<file path="src/rtl/pmod_switch_debounce_pkg.sv">
// Shared constants and helpers for the PMOD switch input blocks.
// Imported by the debounce top and its per-channel worker.
package pmod_switch_debounce_pkg;

  localparam logic PMOD_IDLE_LEVEL = 1'b1;

  localparam int unsigned PMOD_DEBOUNCE_10MS_12MHZ = 120000;

  // Counter width is max(1, clog2(n)) so n == 1 still yields a 1-bit counter.
  function automatic int unsigned cnt_width(input int unsigned n);
    if (n <= 2)
      return 1;
    return $clog2(n);
  endfunction

endpackage

</file>
<file path="src/rtl/pmod_switch_debounce_channel.sv">
// One debounce channel: 2-flop synchroniser, stability counter,
// debounced level and registered rise/fall event pulses.
module debounce_channel
  import pmod_switch_debounce_pkg::*;
#(
  parameter int unsigned STABLE_CYCLES = PMOD_DEBOUNCE_10MS_12MHZ,
  parameter logic        IDLE_LEVEL    = PMOD_IDLE_LEVEL
) (
  input  logic clk,
  input  logic rst,
  input  logic sw_in,
  output logic state,
  output logic rise,
  output logic fall,
  output logic ev_d
);

  localparam int unsigned CW = cnt_width(STABLE_CYCLES);
  localparam logic [CW-1:0] TERM = CW'(STABLE_CYCLES - 1);

  logic          sync1_q;
  logic          sync_q;
  logic          state_q, state_d;
  logic [CW-1:0] cnt_q, cnt_d;
  logic          rise_q, rise_d;
  logic          fall_q, fall_d;

  always_comb begin
    state_d = state_q;
    cnt_d   = '0;
    rise_d  = 1'b0;
    fall_d  = 1'b0;
    if (sync_q != state_q) begin
      if (cnt_q == TERM) begin
        state_d = sync_q;
        rise_d  = sync_q;
        fall_d  = ~sync_q;
      end else begin
        cnt_d = cnt_q + 1'b1;
      end
    end
  end

  always_ff @(posedge clk) begin
    if (rst) begin
      sync1_q <= IDLE_LEVEL;
      sync_q  <= IDLE_LEVEL;
      state_q <= IDLE_LEVEL;
      cnt_q   <= '0;
      rise_q  <= 1'b0;
      fall_q  <= 1'b0;
    end else begin
      sync1_q <= sw_in;
      sync_q  <= sync1_q;
      state_q <= state_d;
      cnt_q   <= cnt_d;
      rise_q  <= rise_d;
      fall_q  <= fall_d;
    end
  end

  assign state = state_q;
  assign rise  = rise_q;
  assign fall  = fall_q;
  assign ev_d  = rise_d | fall_d;

endmodule

</file>
<file path="src/rtl/pmod_switch_debounce.sv">
// Eight-channel PMOD switch conditioner: per-channel debounce plus
// a registered any-change flag aligned with the event pulses.
module pmod_switch_debounce
  import pmod_switch_debounce_pkg::*;
#(
  parameter int unsigned CHANNELS      = 8,
  parameter int unsigned STABLE_CYCLES = PMOD_DEBOUNCE_10MS_12MHZ,
  parameter logic        IDLE_LEVEL    = PMOD_IDLE_LEVEL
) (
  input  logic                clk,
  input  logic                rst,
  input  logic [CHANNELS-1:0] sw_in,
  output logic [CHANNELS-1:0] sw_state,
  output logic [CHANNELS-1:0] sw_rise,
  output logic [CHANNELS-1:0] sw_fall,
  output logic                sw_changed
);

  logic [CHANNELS-1:0] ev_d;
  logic                changed_q, changed_d;

  for (genvar i = 0; i < CHANNELS; i++) begin : g_ch
    debounce_channel #(
      .STABLE_CYCLES(STABLE_CYCLES),
      .IDLE_LEVEL   (IDLE_LEVEL)
    ) u_ch (
      .clk  (clk),
      .rst  (rst),
      .sw_in(sw_in[i]),
      .state(sw_state[i]),
      .rise (sw_rise[i]),
      .fall (sw_fall[i]),
      .ev_d (ev_d[i])
    );
  end

  // Uses the channels' next-cycle event terms so the flag lines up with the pulses.
  always_comb begin
    changed_d = |ev_d;
  end

  always_ff @(posedge clk) begin
    if (rst)
      changed_q <= 1'b0;
    else
      changed_q <= changed_d;
  end

  assign sw_changed = changed_q;

endmodule

</file>
<file path="config.mk">
export PLATFORM = sky130hd
export DESIGN_NAME = pmod_switch_debounce
export DESIGN_NICKNAME = d
export VERILOG_FILES = /design/src/rtl/pmod_switch_debounce_pkg.sv /design/src/rtl/pmod_switch_debounce_channel.sv /design/src/rtl/pmod_switch_debounce.sv
export SDC_FILE = /design/constraint.sdc
export NUM_CORES = 1
export LEC_CHECK = 0
export CAP_MARGIN = 10
export CORE_ASPECT_RATIO = 1.4
export CORE_MARGIN = 8
export CORE_UTILIZATION = 40
export DETAILED_ROUTE_END_ITERATION = 10
export PLACE_DENSITY_LB_ADDON = 0.2
export SYNTH_ARGS = -nofsm -noshare
export SYNTH_HDL_FRONTEND = slang
export SYNTH_SLANG_ARGS = --single-unit
</file>
<file path="constraint.sdc">
create_clock -name clk -period 2.45 [get_ports clk]
set_input_delay 0.49 -clock clk [delete_from_list [all_inputs] [get_ports clk]]
set_output_delay 0.49 -clock clk [all_outputs]
set_load 0.03 [all_outputs]
</file>
==> summary.md <==
| Metric | Value |
|---|---|
| Run status | `finished, final reports clean` |
| Critical path fanouts, max | `5` |
| Clock buffer depth | `2` |
| CTS Buf Count | `17` |
| Post-CTS setup buffers | `0` |
| Worst EP arrival | `between 1500 and 2000 ps` |
| Crit path largest cell delay | `around 720 ps` |
| HPWL Detailed | `between 10000 and 15000 um` |
| Number of synthesized register bits | `between 150 and 200` |
| Max Cap Viol | `0` |
| Fraction of layout cells with a size suffix above 1 | `0.0839` |
| GRT Residual Overflow | `0` |
| Area share of and/or/nand/nor cells after synthesis | `0.309` |
| Fin crit share | `0.858` |
| Tot GR Track Use | `0.132` |
| Worst vdd ir | `approximately 0.0005 V` |
| Max_slew headroom | `0.633` |
| DR WL/cell | `about 13 um` |
| DRC viols | `0` |
| Adder-Cell Fraction of Synth Area | `0.0130` |
| Worst EP required | `1960 ps` |
| Synth Instances | `851` |
| Largest family of logic cells by synthesized area | `simple AND/OR/NAND/NOR gates` |
| I/O Buffers | `34` |
| Highest Clock Rate | `about 0.48 GHz` |
| First-pass DRT Iterations | `4` |
| ANT cells | `0` |
| XOR/XNOR Fraction of Synth Area | `0.107` |
| WL final | `between 15000 and 20000 um` |
| Synth Area in Compound Gates | `0.0575` |
| Post-synth EDFFs | `0` |
| Die width | `133 um` |
| Hold path startpoint | `g_ch[7].u_ch.sync1_q` |
| Yosys cell types | `47` |
| Mux cell area share after synthesis | `0.00518` |
| R2R Setup Slk | `around 450 ps` |
| Unrepaired setup endpoints after global routing | `no` |
| Hold Crit Endpoint | `g_ch[7].u_ch.sync_q` |
| Largest net degree at the start of global routing | `19` |
| Via density | `5.14` |
| Worst setup EP type | `primary output` |
| Worst r2r dst | `g_ch[7].u_ch.cnt_q[16]` |
| Hold Violations, Final | `0` |
| Slowest CP cell | `clkdlybuf4s50_1` |
| Die area | `roughly 0.024 mm^2` |
| Final ANT Viol Nets | `0` |
| Crit path buf inv count | `1` |
| RePlAce Congestion | `~0.77` |
| Static Leakage | `0.00276 uW` |
| Die H | `approximately 180 um` |
| Nets@finish | `approximately 890` |
| Critical path class | `reg2out` |
| Global-route wire length before repair | `26600 um` |
| Clock Skew | `7.43 ps` |
| Worst Hold Depth | `1` |
| Via count | `5813` |
| Slew @ Worst Pin | `~550 ps` |
| Layout Cell Area excl Fill | `slightly below 0.009 mm^2` |
| Commonest non-fill, non-tap cells in the layout | `dfxtp_1 (177), nor2_1 (111), nand2_1 (51)` |
| Setup Total Neg Slack | `0 ps` |
| Syn_nets | `869` |
| Commonest non-fill, non-tap cell in the layout | `dfxtp_1` |
| Final setup violation count | `0` |
| R2r startpoint | `g_ch[7].u_ch.cnt_q[0]` |
| Placed inst area | `0.00816 mm^2` |
| Synth async-reset ratio | `0` |
| Cell breakdown of the critical path | `clkdlybuf4s50_1` |
| DR iter-0 viols | `~260` |
| Antenna violations before repair | `0` |
| Ports | `35` |
| Post-Syn Area | `0.00772 mm^2` |
| Area delta synth->final | `13.4%` |
| H-Tree Depth | `4` |
| Vias in the first global route | `around 5700` |
| Hold Buf Count CTS | `0` |
| Final min period | `2100 ps` |
| Initial core utilization | `0.405` |
| PostCTS Resize Cnt | `0` |
| Std cell rows | `60` |
| Clock Sinks | `between 150 and 200` |
| Cell family with most CP delay | `buffers and inverters` |
| Worst min path class | `reg2reg` |
| Dominant synthesized flop cell | `dfxtp_1` |
| Core Area | `about 0.019 mm^2` |
| Crit path launch type | `register` |
| Worst Reg2Reg Path Length in Cells | `5` |
| Register area share after synthesis | `0.459` |
| Clock latency on the worst-skew pair | `~430 ps` |
| CTS Root Buffer Type | `clkbuf_16` |
| Clk pin slew, worst setup/hold paths | `70 ps` |
| CTS tree | `yes` |
| Ys Warns | `0` |
| Pwr Density | `654 mW/mm^2` |
| Slew Viols, Final | `0` |
| Syn Area/Cell | `a little over 9 um^2` |
==> routing by layer <==
layer  global-route usage  share of wire  up-vias
met4               0.0491          0.011        0
li1                     -              -     3013
met3               0.0335          0.034       12
met2                0.225           0.49       65
met5                    0              0        -
met1                0.155           0.46     2723
==> worst max path at each step <==
stage | from | end | slack (ps) | cells after the start
after floorplan | g_ch[7].u_ch.cnt_q[0] | g_ch[7].u_ch.cnt_q[16] | 570 | 5
after global placement | rst | g_ch[0].u_ch.cnt_q[6] | 460 | 5
after detailed placement | rst | g_ch[0].u_ch.cnt_q[6] | 430 | 5
after CTS | g_ch[6].u_ch.state | sw_state[6] | 310 | 1
after global routing | g_ch[6].u_ch.state | sw_state[6] | 260 | 1
final | g_ch[6].u_ch.state | sw_state[6] | 350 | 1
==> registers in the layout, indices dropped and copies added (netlist names) <==
signal / count
g_ch.u_ch.sync_q: 8
g_ch.u_ch.fall: 8
sw_changed: 1
g_ch.u_ch.cnt_q: 136
g_ch.u_ch.sync1_q: 8
g_ch.u_ch.rise: 8
g_ch.u_ch.state: 8
==> cells in the mapped netlist (11+ instances only) <==
cell type  number  share of area
inv_1          19         0.0092
a21oi_1        33          0.021
nor3_1         13         0.0084
clkbuf_1       13         0.0063
xor2_1         50          0.057
nand2_1        51          0.025
and3_1         23          0.019
buf_4          28          0.027
nand3_1        49          0.032
nor4b_1        11          0.012
dfxtp_1       177           0.46
or3_1          25          0.020
o31ai_1        12          0.012
o21ai_0        24          0.016
xnor2_1        44          0.050
nor2_1        111          0.054
or2_2          18          0.015
nand4_1        41          0.033
or4_1          13          0.013
==> power breakdown <==
part           switching, uW  total (uW)  internal [uW]
Combinational           41.0        77.0           36.0
Sequential              11.5        2900           2890
Clock                   1210        2750           1530
Total                   1270        5730           4460
==> metrics by stage <==
step	cells	hold slack (ps)	power, uW	utilization	setup slack [ps]
after floorplan	851	389	3010	-	569
after global placement	1098	393	3050	0.428	458
after detailed placement	1098	392	3050	0.428	428
after CTS	1130	409	5810	0.459	305
after global routing	1130	427	5940	0.459	264
final	1130	408	5730	0.459	347
==> logic make-up after synthesis <==
group | count (synthesis)
buf+inv | 67
simple gates | 423
fa+ha+maj | 8
compound gates | 78
xor+xnor | 94
flops | 177
mux | 4
==> layout make-up <==
type | instances | area [um^2]
Fill cell | 1889 | 10300
Multi-Input combinational cell | 607 | 3800
Sequential cell | 177 | 3540
Timing Repair Buffer | 47 | 438
Clock buffer | 17 | 425
Tap cell | 248 | 310
Clock inverter | 15 | 175
Inverter | 19 | 71.3
Note: power is estimated with default switching activity, not from simulation.
